===== config.mk =====
export PLATFORM = sky130hd
export DESIGN_NAME = fetch_sequencer
export DESIGN_NICKNAME = d
export VERILOG_FILES = /design/src/rtl/fetch_sequencer.sv
export SDC_FILE = /design/constraint.sdc
export NUM_CORES = 1
export LEC_CHECK = 0
export ABC_AREA = 1
export CAP_MARGIN = 5
export CELL_PAD_IN_SITES_DETAIL_PLACEMENT = 2
export CELL_PAD_IN_SITES_GLOBAL_PLACEMENT = 2
export CORE_UTILIZATION = 25
export CTS_CLUSTER_DIAMETER = 150
export DETAILED_ROUTE_END_ITERATION = 7
export PLACE_DENSITY = 0.9
export SYNTH_ARGS = -nofsm -noshare
export SYNTH_HDL_FRONTEND = slang
export SYNTH_SLANG_ARGS = --single-unit

===== constraint.sdc =====
create_clock -name clk -period 4.7 [get_ports clk]
set_clock_uncertainty 0.1 [all_clocks]
set_input_delay 0.705 -clock clk [delete_from_list [all_inputs] [get_ports clk]]
set_output_delay 0.705 -clock clk [all_outputs]
set_load 0.02 [all_outputs]

===== src/rtl/fetch_sequencer.sv =====
// fetch_sequencer: instruction-fetch controller for the pipelined core.
// Owns the PC, addresses the combinational program ROM and registers each
// fetched word toward decode. Handles branch redirects, JUMP words,
// downstream stalls and program HALT.
//
// Optional macro HAZARD_INTERLOCK_EN: adds a per-register busy scoreboard
// that inserts bubbles on RAW hazards instead of relying on program NOPs.
//
// Ports:
//   clk, rst_n          rising-edge clock, synchronous active-low reset
//   start               one-cycle pulse, IDLE -> RUN fetching from address 0
//   stall_in            downstream hold: PC and fetch outputs freeze
//   br_taken, br_target taken branch from execute; flushes one word
//   rom_data            ROM word at pc_addr (combinational)
//   pc_addr             ROM address (current PC)
//   instr_out, pc_out   registered instruction and its address
//   instr_valid         instr_out is a real instruction (0 = bubble)
//   halted              high once a HALT word has been fetched
module fetch_sequencer #(
  parameter int unsigned ADDR_W    = 16,
  parameter int unsigned INSTR_W   = 27,
  parameter int unsigned HAZ_DEPTH = 4
) (
  input  logic               clk,
  input  logic               rst_n,
  input  logic               start,
  input  logic               stall_in,
  input  logic               br_taken,
  input  logic [ADDR_W-1:0]  br_target,
  input  logic [INSTR_W-1:0] rom_data,
  output logic [ADDR_W-1:0]  pc_addr,
  output logic [INSTR_W-1:0] instr_out,
  output logic               instr_valid,
  output logic [ADDR_W-1:0]  pc_out,
  output logic               halted
);

  typedef enum logic [1:0] {
    S_IDLE = 2'd0,
    S_RUN  = 2'd1,
    S_HALT = 2'd2
  } state_t;

  localparam logic [3:0]         OP_JUMP   = 4'b1110;
  localparam logic [INSTR_W-1:0] HALT_WORD = INSTR_W'(27'h400_0000);

  state_t               state_q, state_d;
  logic [ADDR_W-1:0]    pc_q, pc_d;
  logic [INSTR_W-1:0]   instr_q, instr_d;
  logic                 valid_q, valid_d;
  logic [ADDR_W-1:0]    pc_out_q, pc_out_d;
  logic                 halted_q, halted_d;

  logic [3:0]           opcode;
  logic [15:0]          imm_field;
  logic                 is_nop;
  logic                 is_jump;
  logic                 is_halt;
  logic                 issue;
  logic                 bubble;

  always_comb begin
    opcode    = rom_data[25:22];
    imm_field = rom_data[15:0];
    is_nop    = (rom_data == '0);
    is_halt   = (rom_data == HALT_WORD);
    is_jump   = (opcode == OP_JUMP);
  end

`ifdef HAZARD_INTERLOCK_EN
  localparam int unsigned CNT_W = $clog2(HAZ_DEPTH + 1);

  logic [CNT_W-1:0] busy_q [8];
  logic [CNT_W-1:0] busy_d [8];
  logic             imm_flag;
  logic [2:0]       rd_idx;
  logic [2:0]       rs_idx;
  logic             rs_busy;
  logic             rd_busy;
  logic             writes_rd;

  always_comb begin
    imm_flag  = rom_data[26];
    rd_idx    = rom_data[21:19];
    rs_idx    = rom_data[18:16];
    writes_rd = (opcode >= 4'd1) && (opcode <= 4'd11);
    // The issue cycle counts as the first busy cycle, so a counter at 1
    // expires on this edge and no longer blocks.
    rs_busy   = (busy_q[rs_idx] > CNT_W'(1));
    rd_busy   = (busy_q[rd_idx] > CNT_W'(1));
    bubble    = !is_nop && !is_jump && !is_halt &&
                (rs_busy || (!imm_flag && rd_busy));
  end

  always_comb begin
    for (int unsigned r = 0; r < 8; r++) begin
      busy_d[r] = busy_q[r];
      if ((state_q == S_RUN) && !stall_in && (busy_q[r] != '0)) begin
        busy_d[r] = busy_q[r] - CNT_W'(1);
      end
    end
    if (issue && writes_rd) begin
      busy_d[rd_idx] = CNT_W'(HAZ_DEPTH);
    end
  end

  always_ff @(posedge clk) begin
    if (!rst_n) begin
      for (int unsigned r = 0; r < 8; r++) begin
        busy_q[r] <= '0;
      end
    end else begin
      for (int unsigned r = 0; r < 8; r++) begin
        busy_q[r] <= busy_d[r];
      end
    end
  end
`else
  logic unused_haz_depth;

  always_comb begin
    bubble           = 1'b0;
    unused_haz_depth = ^HAZ_DEPTH;
  end
`endif

  always_comb begin
    state_d  = state_q;
    pc_d     = pc_q;
    instr_d  = instr_q;
    valid_d  = valid_q;
    pc_out_d = pc_out_q;
    halted_d = halted_q;
    issue    = 1'b0;

    unique case (state_q)
      S_IDLE: begin
        if (start) begin
          state_d = S_RUN;
          pc_d    = '0;
        end
      end

      S_RUN: begin
        if (br_taken) begin
          pc_d    = br_target;
          instr_d = '0;
          valid_d = 1'b0;
        end else if (stall_in) begin
          // hold everything
        end else if (bubble) begin
          instr_d = '0;
          valid_d = 1'b0;
        end else if (is_halt) begin
          instr_d  = '0;
          valid_d  = 1'b0;
          pc_out_d = pc_q;
          halted_d = 1'b1;
          state_d  = S_HALT;
        end else if (is_jump) begin
          instr_d  = '0;
          valid_d  = 1'b0;
          pc_out_d = pc_q;
          pc_d     = ADDR_W'(imm_field);
        end else begin
          instr_d  = rom_data;
          valid_d  = 1'b1;
          pc_out_d = pc_q;
          pc_d     = pc_q + ADDR_W'(1);
          issue    = 1'b1;
        end
      end

      S_HALT: begin
        // frozen until reset
      end

      default: begin
        state_d = S_IDLE;
      end
    endcase
  end

  always_ff @(posedge clk) begin
    if (!rst_n) begin
      state_q  <= S_IDLE;
      pc_q     <= '0;
      instr_q  <= '0;
      valid_q  <= 1'b0;
      pc_out_q <= '0;
      halted_q <= 1'b0;
    end else begin
      state_q  <= state_d;
      pc_q     <= pc_d;
      instr_q  <= instr_d;
      valid_q  <= valid_d;
      pc_out_q <= pc_out_d;
      halted_q <= halted_d;
    end
  end

  assign pc_addr     = pc_q;
  assign instr_out   = instr_q;
  assign instr_valid = valid_q;
  assign pc_out      = pc_out_q;
  assign halted      = halted_q;

endmodule


==> impl_metrics.tcl <==
set metrics [dict create \
    drt_iter0_drc 106 \
    post-route-util 0.3785 \
    htree_levels 3 \
    clock_latency_ns 0.33 \
    ant_nets 0 \
    cts-root-buf "clkbuf_16" \
    r2r_slack_ns 2.48 \
    hold_path.class "register to register" \
    cts_made_buffers 9 \
    async_flop_share 0 \
    cp.required_ns 4.85 \
    syn-num-nets 514 \
    combPwrFrac 0.161 \
    portBuffers 108 \
    gp_congestion 0.8319 \
    num_rows 40 \
    p_int_mw 1.084 \
    critPathKind "primary input to register" \
    setup_viol 0 \
    die_area_sq_mm 0.01269 \
    grt_pass1_vias 3827 \
    crit_end "instr_out[5]$_SDFFE_PN0P_" \
    cts_setup_buffers 0 \
    cts_tree "built" \
    outcome "finished, final reports clean" \
    track_usage 0.2007 \
    syn_to_final_growth_pct 47.91 \
    dpl.hpwl_mm 9.028 \
    grt_pass1_wl_mm 19.89 \
    p_per_area_mw_per_mm2 331.3 \
    maxCapViolCount 0 \
    fmax_mhz 300.1 \
    cts_resized 0 \
    seqPwrFrac 0.388 \
    antenna_cells 0 \
    start_util 0.2559 \
    reg2reg_to "instr_out[5]$_SDFFE_PN0P_" \
    ys_seq_area_frac 0.4121 \
    synth.distinct_cells 25 \
    hold_depth 2 \
    core_sq_mm 0.01196 \
    drc 0 \
    die_h_microns 112.6 \
    min_period_ns 3.332 \
    drtPass1Iterations 4 \
    vias 3492 \
    syn_inst 465 \
    final_nets 612 \
    synth_area_per_cell_sq_um 6.582 \
    viasPerCell 4.884 \
    p_leak_nw 1.662 \
    vdd_drop_max_mv 0.1334 \
    synth_edf_count 0 \
    yosysWarnings 0 \
    netlist_area_sq_mm 0.003060 \
    swShare 0.2772 \
    relSlewSlack 0.1647 \
    critPathArrivalTime_ns 3.48 \
    rr_startpoint "state_q[0]$_SDFFE_PN0P_" \
    endpoint_kind "register" \
    finalSetupTns_ns 0 \
    antenna_found_initial 0 \
    crit_fanout 27 \
    rsz0062_at_grt "false" \
    clk_path_buf_depth 2 \
    fin_crit_sh 0.7089 \
    clk_pin_slew_ns 0.06 \
    hold_buffers 0 \
    postSynth.topFlopCell "dfxtp_1" \
    cts.sinks 63 \
    synth_seq_cells 63 \
    io_pins 109 \
    slew_violations 0 \
    worst_setup_path_start_kind "primary input" \
    overflow 0 \
    die_w_microns 112.6 \
    drt_wl_total_mm 12.21 \
    tightest_slew_ns 1.252 \
    p_clk_frac 0.451 \
    p_switching_mw 0.4158 \
    ff2ff_path_depth 6 \
    finalHoldViolCount 0 \
    wire_per_inst_microns 17.08 \
    grt_max_degree 39 \
    drive_above_1_share 0.04401 \
    critPathLaunch "rom_data[22]" \
]
-- sequential cells by signal (all words and copies together), names as in the netlist --
signal       flops
instr_valid      1
pc_addr         16
pc_out          16
halted           1
instr_out       27
state_q          2
-- layer usage --
| layer | track usage | wire [microns] | share of wire | vias up |
|---|---|---|---|---|
| li1 | - | - | - | 1701 |
| met1 | 0.2434 | 5462 | 0.45 | 1688 |
| met2 | 0.3514 | 6068 | 0.50 | 86 |
| met3 | 0.04374 | 486 | 0.040 | 17 |
| met4 | 0.06489 | 197 | 0.016 | 0 |
| met5 | 0 | 0 | 0 | - |
-- through the flow --
| step | setup slack [ns] | instance area, sq um | hold slack [ns] | std cells | total power [mW] |
|---|---|---|---|---|---|
| after detailed placement | 1.059 | 4227 | 0.3567 | 699 | 0.8342 |
| after CTS | 1.336 | 4527 | 0.3655 | 715 | 1.517 |
| after floorplan | 2.871 | 3060 | 0.4091 | 465 | 0.7072 |
| after global placement | 1.227 | 4227 | 0.3493 | 699 | 0.8252 |
| after global routing | 1.117 | 4527 | 0.4040 | 715 | 1.564 |
| final | 1.368 | 4527 | 0.3624 | 715 | 1.500 |
-- worst max-delay path, stage by stage --
cell and delay [ns]:
clkdlybuf4s50_1 0.51, inv_1 0.05, nand4_1 0.43, inv_1 0.49, nor3_4 0.94, nand2_1 0.17
a21oi_1 0.17
-- cells in the mapped netlist (2+ instances only) --
library cell,n,share of area
nand4_1,8,0.016
a21oi_1,56,0.092
nor3_1,2,0.0033
buf_6,2,0.0074
inv_1,25,0.031
o211ai_1,3,0.0074
nor2_1,84,0.10
buf_2,7,0.011
o21ai_0,32,0.052
dfxtp_1,63,0.41
inv_2,2,0.0025
nand2_1,122,0.15
nand3_1,33,0.054
xor2_1,3,0.0086
clkbuf_1,13,0.016
-- worst min path at each step --
stage                                    from                   endpoint  slack [ns]
floorplan             state_q[0]$_SDFFE_PN0P_    state_q[0]$_SDFFE_PN0P_        0.41
global placement          halted$_SDFFE_PN0P_        halted$_SDFFE_PN0P_        0.35
detailed placement        halted$_SDFFE_PN0P_        halted$_SDFFE_PN0P_        0.36
CTS                       halted$_SDFFE_PN0P_        halted$_SDFFE_PN0P_        0.37
global route        instr_out[9]$_SDFFE_PN0P_  instr_out[9]$_SDFFE_PN0P_        0.40
finish                    halted$_SDFFE_PN0P_        halted$_SDFFE_PN0P_        0.36
-- cells by family after synthesis --
kind of cell,Yosys count,synth area share
flip-flops,63,0.4121
AND/OR/NAND/NOR,254,0.3459
AO/OA/AOI/OAI,93,0.1562
XOR/XNOR,4,0.01145
buffers and inverters,50,0.07032
adder cells (fa/ha/maj),1,0.004088
-- area by class of cell --
cell class                      count  area (sq um)
Clock buffer                       11         242.7
Clock inverter                      5         57.56
Fill cell                        1440          7435
Inverter                           27         101.3
Multi-Input combinational cell    352          1584
Sequential cell                    63          1261
Tap cell                          147         183.9
Timing Repair Buffer              110          1096
-- cell usage in the layout, fill, tap and decap left out --
cell type,netlist,routed
clkinv_2,0,1
dfxtp_1,63,63
nand4_1,8,8
bufinv_16,0,1
nand2_4,1,1
nand3_1,33,33
nor2_1,84,84
a21oi_2,1,1
buf_4,1,2
clkbuf_1,13,1
clkinvlp_4,0,3
inv_2,2,2
xnor2_1,1,1
xor2_1,3,3
inv_1,25,25
a31oi_1,1,1
nor3_1,2,2
clkbuf_8,0,1
nor3_4,1,1
o211ai_1,3,3
ha_1,1,1
a21oi_1,56,56
nand2_2,1,1
o21ai_0,32,32
nor2_8,1,1
nand2_1,122,122
clkbuf_16,0,9
or2_2,1,1
clkdlybuf4s50_1,0,108
-- power groups by stage --
stage	logic [mW]	registers (mW)	clock network, mW
6_report	0.242	0.582	0.676
5_1_grt	0.263	0.585	0.716
4_1_cts	0.244	0.582	0.691
3_5_place_dp	0.241	0.593	0
3_3_place_gp	0.233	0.592	0
2_1_floorplan	0.0971	0.610	0
Note: power is estimated with default switching activity, not from simulation.
